`config.mk`:
```
export PLATFORM = sky130hd
export DESIGN_NAME = fft_sdf_bfly_stage
export DESIGN_NICKNAME = d
export VERILOG_FILES = /design/src/rtl/fft_pkg.sv /design/src/rtl/bfly_delay_line.sv /design/src/rtl/fft_sdf_bfly_stage.sv
export SDC_FILE = /design/constraint.sdc
export NUM_CORES = 1
export LEC_CHECK = 0
export BUFFER_PORTS_ARGS = -buffer_cell sky130_fd_sc_hd__buf_4
export CAP_MARGIN = 5
export CORE_MARGIN = 4
export CORE_UTILIZATION = 52
export DETAILED_ROUTE_END_ITERATION = 10
export PLACE_DENSITY = 0.71
export SKIP_CTS_REPAIR_TIMING = 1
export SYNTH_ARGS = -nofsm -noshare
export SYNTH_HDL_FRONTEND = slang
export SYNTH_HIERARCHICAL = 1
export SYNTH_SLANG_ARGS = --single-unit
```
`constraint.sdc`:
```
create_clock -name clk -period 5 [get_ports clk]
set_clock_uncertainty 0.05 [all_clocks]
set_input_delay 0 -clock clk [delete_from_list [all_inputs] [get_ports clk]]
set_output_delay 0 -clock clk [all_outputs]
set_load 0.02 [all_outputs]
```
`src/rtl/fft_pkg.sv`:
```
// rtl/fft_pkg.sv - shared widths and complex sample types for the FFT pipeline
package fft_pkg;

  localparam int FFT_DATA_W = 9;
  localparam int FFT_HALF   = 16;

  // Complex sample as it enters a butterfly stage.
  typedef struct packed {
    logic signed [FFT_DATA_W-1:0] re;
    logic signed [FFT_DATA_W-1:0] im;
  } cplx_in_t;

  // Complex sample as held in the feedback line: one bit of growth.
  typedef struct packed {
    logic signed [FFT_DATA_W:0] re;
    logic signed [FFT_DATA_W:0] im;
  } cplx_sr_t;

endpackage

```
`src/rtl/bfly_delay_line.sv`:
```
// rtl/bfly_delay_line.sv - enabled shift register used as the SDF feedback line
module bfly_delay_line #(
  parameter int W     = 20,
  parameter int DEPTH = 16
) (
  input  logic         clk,
  input  logic         rst,
  input  logic         en,
  input  logic [W-1:0] din,
  output logic [W-1:0] dout
);

  logic [W-1:0] sr [DEPTH];

  // Shift one entry per enabled cycle; entry DEPTH-1 is the oldest.
  always_ff @(posedge clk) begin
    if (rst) begin
      for (int i = 0; i < DEPTH; i++) sr[i] <= '0;
    end else if (en) begin
      sr[0] <= din;
      for (int i = 1; i < DEPTH; i++) sr[i] <= sr[i-1];
    end
  end

  assign dout = sr[DEPTH-1];

endmodule

```
`src/rtl/fft_sdf_bfly_stage.sv`:
```
// rtl/fft_sdf_bfly_stage.sv - radix-2 SDF butterfly stage with phase checker
module fft_sdf_bfly_stage
  import fft_pkg::*;
#(
  parameter int DATA_W = FFT_DATA_W,
  parameter int DEPTH  = FFT_HALF
) (
  input  logic                     clk,
  input  logic                     rst,
  input  logic signed [DATA_W-1:0] din_re,
  input  logic signed [DATA_W-1:0] din_im,
  input  logic                     din_valid,
  input  logic                     mux_sel,
  output logic signed [DATA_W:0]   dout_re,
  output logic signed [DATA_W:0]   dout_im,
  output logic                     dout_valid,
  output logic                     err
);

  localparam int SW = DATA_W + 1;
  localparam int CW = (DEPTH > 1) ? $clog2(DEPTH) : 1;

  logic [2*SW-1:0]        line_in;
  logic [2*SW-1:0]        line_out;
  logic signed [SW-1:0]   sr_re;
  logic signed [SW-1:0]   sr_im;
  logic signed [SW-1:0]   dx_re;
  logic signed [SW-1:0]   dx_im;
  logic signed [SW:0]     sum_re;
  logic signed [SW:0]     sum_im;
  logic signed [SW:0]     dif_re;
  logic signed [SW:0]     dif_im;
  logic                   primed;
  logic                   last_sel;
  logic [CW-1:0]          vcnt;

  assign {sr_re, sr_im} = line_out;
  assign dx_re = {din_re[DATA_W-1], din_re};
  assign dx_im = {din_im[DATA_W-1], din_im};

  // One extra guard bit; in a well-formed frame sr_out is a sign-extended
  // input, so the guard bit is always a copy of bit SW-1 and is dropped.
  assign sum_re = {sr_re[SW-1], sr_re} + {dx_re[SW-1], dx_re};
  assign sum_im = {sr_im[SW-1], sr_im} + {dx_im[SW-1], dx_im};
  assign dif_re = {sr_re[SW-1], sr_re} - {dx_re[SW-1], dx_re};
  assign dif_im = {sr_im[SW-1], sr_im} - {dx_im[SW-1], dx_im};

  assign line_in = mux_sel ? {dif_re[SW-1:0], dif_im[SW-1:0]} : {dx_re, dx_im};

  bfly_delay_line #(
    .W     (2*SW),
    .DEPTH (DEPTH)
  ) u_line (
    .clk  (clk),
    .rst  (rst),
    .en   (din_valid),
    .din  (line_in),
    .dout (line_out)
  );

  // Output register: butterfly sum in compute phase, oldest line entry in fill.
  always_ff @(posedge clk) begin
    if (rst) begin
      dout_re    <= '0;
      dout_im    <= '0;
      dout_valid <= 1'b0;
    end else begin
      dout_valid <= din_valid & (mux_sel | primed);
      if (din_valid) begin
        dout_re <= mux_sel ? sum_re[SW-1:0] : sr_re;
        dout_im <= mux_sel ? sum_im[SW-1:0] : sr_im;
      end
    end
  end

  // Priming, sample counter and sticky phase-error detection.
  always_ff @(posedge clk) begin
    if (rst) begin
      primed   <= 1'b0;
      vcnt     <= '0;
      last_sel <= 1'b0;
      err      <= 1'b0;
    end else if (din_valid) begin
      if (mux_sel) primed <= 1'b1;
      vcnt     <= (vcnt == CW'(DEPTH - 1)) ? '0 : vcnt + CW'(1);
      last_sel <= mux_sel;
      if ((mux_sel != last_sel) && (vcnt != '0)) err <= 1'b1;
    end
  end

endmodule

```
* After elaboration in Yosys (flattened, before gate mapping)
Memory sizes are Yosys's and may differ from the RTL's.
Cells that the tools add are included.
** Word-level totals
- Register bits :: 28
- Bits in latches :: 0
- Bits in writable memories :: 320
- Memory bits (read-only) :: 0
- Input port bits :: 22
- Logic and storage cells :: 62
- Memories :: 1
** Cells by class
- Add/subtract/negate cells :: 5
- Multiply operators :: 0
- Div/mod/pow operators :: 0
- $lt $le $gt $ge :: 0
- Equal/unequal tests :: 2
- Shift-type cells :: 0
- Muxes and demuxes :: 25
- Bitwise operators :: 18
- Reductions and logical operators :: 4
** Memories
- u_line.sr :: depth 16, width 20, read ports 16, clocked after memory_dff 0, wr ports 16, line bfly_delay_line.sv:13 : logic [W-1:0] sr [DEPTH];
** Operator list (count)
- 20-bit two-way mux :: 17
- 10-bit by 9-bit adder with 10-bit output :: 2
- 10-bit two-way mux :: 2
- 10-bit by 9-bit subtractor with 10-bit output :: 2
- 1-bit bitwise OR :: 17
- 1-bit two-way mux :: 5
- 4-bit by 1-bit adder with 4-bit output, second input constant :: 1
- 4-bit equality test, second input constant :: 1
- 4-bit two-way mux :: 1
- 2-bit AND reduction :: 2
- 4-bit nonzero test :: 1
- 1-bit bitwise AND :: 1
- 1-bit logical AND :: 1
- 1-bit inequality test :: 1

* Longest topological paths before layout
- Word-level depth :: 4
- Gate-level depth with buffers :: 12
- Depth with buffers taken out :: 11

* Cells and area by module
The synthesis kept the hierarchy.
** By module, submodules not included
- bfly_delay_line :: instances 1, cells an instance 718, area an instance 12524.5 µm², sequential area each 9609.2 µm²
- fft_sdf_bfly_stage :: instances 1, cells an instance 410, area an instance 3145.5 µm², sequential area each 560.5 µm²

* Worst setup path after synthesis
Ideal clock, no wire load.
- Kind :: input -> register
- Start :: in rst
- End :: mem u_line.sr[0][0], enable pin
- Setup time :: 0.551 ns
- Arrival time :: 4.211 ns
- Data required time :: 4.399 ns
- Path slack :: 0.189 ns
- Stages on the path :: 3
- Buffers on the path :: 2
- Cell sequence :: buf_2 -> buf_2 -> or2_2
** RTL lines
- start, declared :: line fft_sdf_bfly_stage.sv:9 : input logic rst,
- end, declared :: line bfly_delay_line.sv:13

==> results.cfg <==
[run_status]
outcome = finished, violations left
failing_checks = hold timing

[timing]
timing_worst_slew_pin_value_ns = 0.857
finalWorstPathRequiredPeriod_ns = 2.61
worst_slew_margin_rel_pct = 42.9
hold-worst-slack_ns = -0.0341
grt_setup_unrepaired = false
setup_tns_ns = 0
maxClockFrequency_mhz = 383
period_share_pct = 52.2
slew_viol_final = 0
report.final.hold_viol_count = 4
timing.final.setup_violations = 0

[run]
maxCapViolations = 0

[synthesis]
synth_warnings = 6
number_of_storage_elements_in_the_synthesis_netlist = 348
fraction_of_registers_with_async_set_or_reset_after_synthesis_pct = 0
summed_instance_area_of_the_synthesized_netlist_sq_um = 15700
synth_edf_count = 320
synthCells = 1128
syn-mean-instance-area_sq_um = 13.9
synth_top_flop_cell = sky130_fd_sc_hd__edfxtp_1
synthesis.nets = 1192
synth-seq-area-share_pct = 64.9
synth_cell_types = 59

[min_path]
worst_hold_path.endpoint = u_line/sr[0][18]
worst_hold_startpoint = din_re[8]
min_path_type = in2reg
whs_path_depth = 4

[global_route]
grt_start_max_net_pins = 153
globalRouteTotalUtil_pct = 16.0
antenna_violations_before_repair = 1
grt_pass1_vias = 8265
globalRoute.totalOverflow = 0
first_pass_grt_wire_length_mm = 43.6

[worst_setup_path]
crit_path_start = u_line/sr[0][300]
critical-path-top-delay-family = compound AO/OA/AOI/OAI gates
slowest_stage_delay_cp_ns = 0.41
worst_r2r_endpoint = u_line/sr[0][8]
crit_path_frequent_cell = sky130_fd_sc_hd__inv_1
cp_slowest_cell = sky130_fd_sc_hd__edfxtp_1
register_to_register_setup_slack_ns = 2.39
critical_path_required_ns = 5.21
worst_ep_arrival_time_ns = 2.82
critical_path.reg2reg.startpoint = u_line/sr[0][300]
start_kind = flop
worst-path-buf-inv = 2
worstPathMaxFanout = 3
timing.reg2reg.worst_path_depth = 11
crit_chain = inv_1 > ha_1 > inv_1 > fa_1 > a21o_1 > a21oi_1 > o21ai_0 > a31oi_1 > xnor2_1 > mux2i_1 > and3b_1
critPathCaptureType = flop
critical_path_stages = 11
setup.worst_path.class = reg2reg

[final_layout]
area.sequential_sq_um = 10200
final_layout_size_suffix_gt1_share_pct = 10.4
layout_commonest_cell = sky130_fd_sc_hd__edfxtp_1
nFillCells = 2318
number_of_diodes_added_for_antenna_fixing = 0
area_of_the_multi_input_gates_sq_um = 4770
finalNetCount = 1191
area_growth_pct = 10.4
leading_cell_types_in_the_layout_fill_and_taps_excluded = 320 x sky130_fd_sc_hd__edfxtp_1, 200 x sky130_fd_sc_hd__and3b_1, 131 x sky130_fd_sc_hd__nor2b_1, 47 x sky130_fd_sc_hd__inv_1, 47 x sky130_fd_sc_hd__buf_4
post-route-util_pct = 58.2

[clocking]
number_of_clock_buffers_inserted_by_tritoncts = 37
clock-root-buffer = sky130_fd_sc_hd__clkbuf_16
cts.clk_slew.worst_paths_ns = 0.06
worstSkewPairLatency_ns = 0.51
cts_tree = yes
cts_htree_levels = 2
cts-root-to-sink-buffers = 3
clock_sink_count = 348

[floorplanning]
core_sq_um = 29700
die_y_um = 182
floorplan.initialDensity_pct = 52.7
boundaryPins = 44
die_area_sq_um = 33000
floorplan.rows = 63
chipWidth_um = 182

[drt]
final_wirelength_mm = 26.8
firstDrtPassIters = 5
detail_route.drc_violations = 0
drt_iter0_markers = 646
wl_per_cell_um = 17.3
drt-vias-per-instance = 5.47
antenna_left = 0
dr_total_vias = 8448

[pwr]
vdd.ir_drop.worst_mv = 0.274
powerDensity_nw_per_um2 = 391
total_leakage_power_nw = 7.52

[placement]
post-dp-hpwl_mm = 14.9
port_buffers = 43
gpl.final_weighted_congestion = 0.830
## cell families (layout without fill, tap and decap cells)
group | Yosys count | in the layout | synth area share (%)
muxes | 13 | 13 | 0.830
xor gates and xnor gates | 20 | 20 | 1.12
buffers and inverters | 145 | 172 | 4.68
DFF | 348 | 348 | 64.9
and+or+nand+nor | 430 | 430 | 19.6
adders and majority gates | 42 | 42 | 3.55
AOI/OAI and AO/OA | 130 | 130 | 5.30
## through the flow
stage | setup WS, ns | power, W | hold WS, ns | std cells | area (sq um)
floorplan | 0.189 | 0.00395 | 0.182 | 1128 | 15700
detailed placement | 2.41 | 0.00408 | 0.383 | 1472 | 16000
CTS | 2.41 | 0.00683 | -0.131 | 1539 | 17200
global placement | 2.45 | 0.00408 | 0.382 | 1472 | 16000
global route | 2.28 | 0.00704 | 0.00129 | 1545 | 17300
finish | 2.39 | 0.00676 | -0.0341 | 1545 | 17300
## layout make-up
type / instances / area share, %
inverter: 48 / 1.04
multi-input combinational: 635 / 27.6
timing repair buffer: 57 / 2.76
clock buffer: 45 / 5.70
clock inverter: 22 / 1.35
sequential: 348 / 58.8
tap: 390 / 2.82
## worst max-delay path by stage
stage                                  to  slack [ns]
final                     u_line/sr[0][8]        2.39
after global routing      u_line/sr[0][6]        2.28
after CTS                 u_line/sr[0][8]        2.41
after detailed placement  u_line/sr[0][8]        2.41
after global placement    u_line/sr[0][8]        2.45
after floorplan           u_line/sr[0][0]        0.19
## where the power goes
group	internal [W]	switching (W)	total, W
registers	0.00339	0.0000678	0.00346
clock network	0.00163	0.00111	0.00273
logic	0.000234	0.000335	0.000569
total	0.00525	0.00151	0.00676
## state kept, by name (all words and copies together) (netlist names)
name	count
last_sel	1
dout_valid	1
err	1
u_line/sr	320
dout_im	10
primed	1
vcnt	4
dout_re	10
## cells in the mapped netlist, types with 7 or more instances
cell type | count | area, sq um
sky130_fd_sc_hd__edfxtp_1 | 320 | 9610
sky130_fd_sc_hd__and3b_1 | 200 | 1750
sky130_fd_sc_hd__nor2b_1 | 131 | 820
sky130_fd_sc_hd__inv_1 | 47 | 176
sky130_fd_sc_hd__o21ai_0 | 40 | 200
sky130_fd_sc_hd__ha_1 | 38 | 475
sky130_fd_sc_hd__buf_2 | 35 | 175
sky130_fd_sc_hd__a21oi_1 | 34 | 170
sky130_fd_sc_hd__clkbuf_1 | 34 | 128
sky130_fd_sc_hd__nor2_1 | 34 | 128
sky130_fd_sc_hd__dfxtp_1 | 28 | 561
sky130_fd_sc_hd__buf_4 | 20 | 150
sky130_fd_sc_hd__xnor2_1 | 17 | 149
sky130_fd_sc_hd__nand2_1 | 14 | 52.6
sky130_fd_sc_hd__mux2i_1 | 13 | 130
sky130_fd_sc_hd__nor3_1 | 11 | 55.1
sky130_fd_sc_hd__nand3_1 | 8 | 40.0
sky130_fd_sc_hd__nand2b_1 | 7 | 43.8
sky130_fd_sc_hd__o21a_1 | 7 | 52.6
## worst register-to-register path, stage by stage (launching register included)
cell	delay, ns
sky130_fd_sc_hd__edfxtp_1	0.41
sky130_fd_sc_hd__inv_1	0.08
sky130_fd_sc_hd__ha_1	0.16
sky130_fd_sc_hd__inv_1	0.06
sky130_fd_sc_hd__fa_1	0.40
sky130_fd_sc_hd__a21o_1	0.19
sky130_fd_sc_hd__a21oi_1	0.26
sky130_fd_sc_hd__o21ai_0	0.14
sky130_fd_sc_hd__a31oi_1	0.21
sky130_fd_sc_hd__xnor2_1	0.14
sky130_fd_sc_hd__mux2i_1	0.08
sky130_fd_sc_hd__and3b_1	0.18
## metal layers
layer | vias up | part of all wire (%) | global-route usage [%]
li1 | 4092 | - | -
met1 | 4178 | 49 | 24.3
met2 | 135 | 45 | 23.9
met3 | 43 | 3.6 | 2.60
met4 | 0 | 2.3 | 4.62
met5 | - | 0 | 0
(Power assumes the default switching activity.)
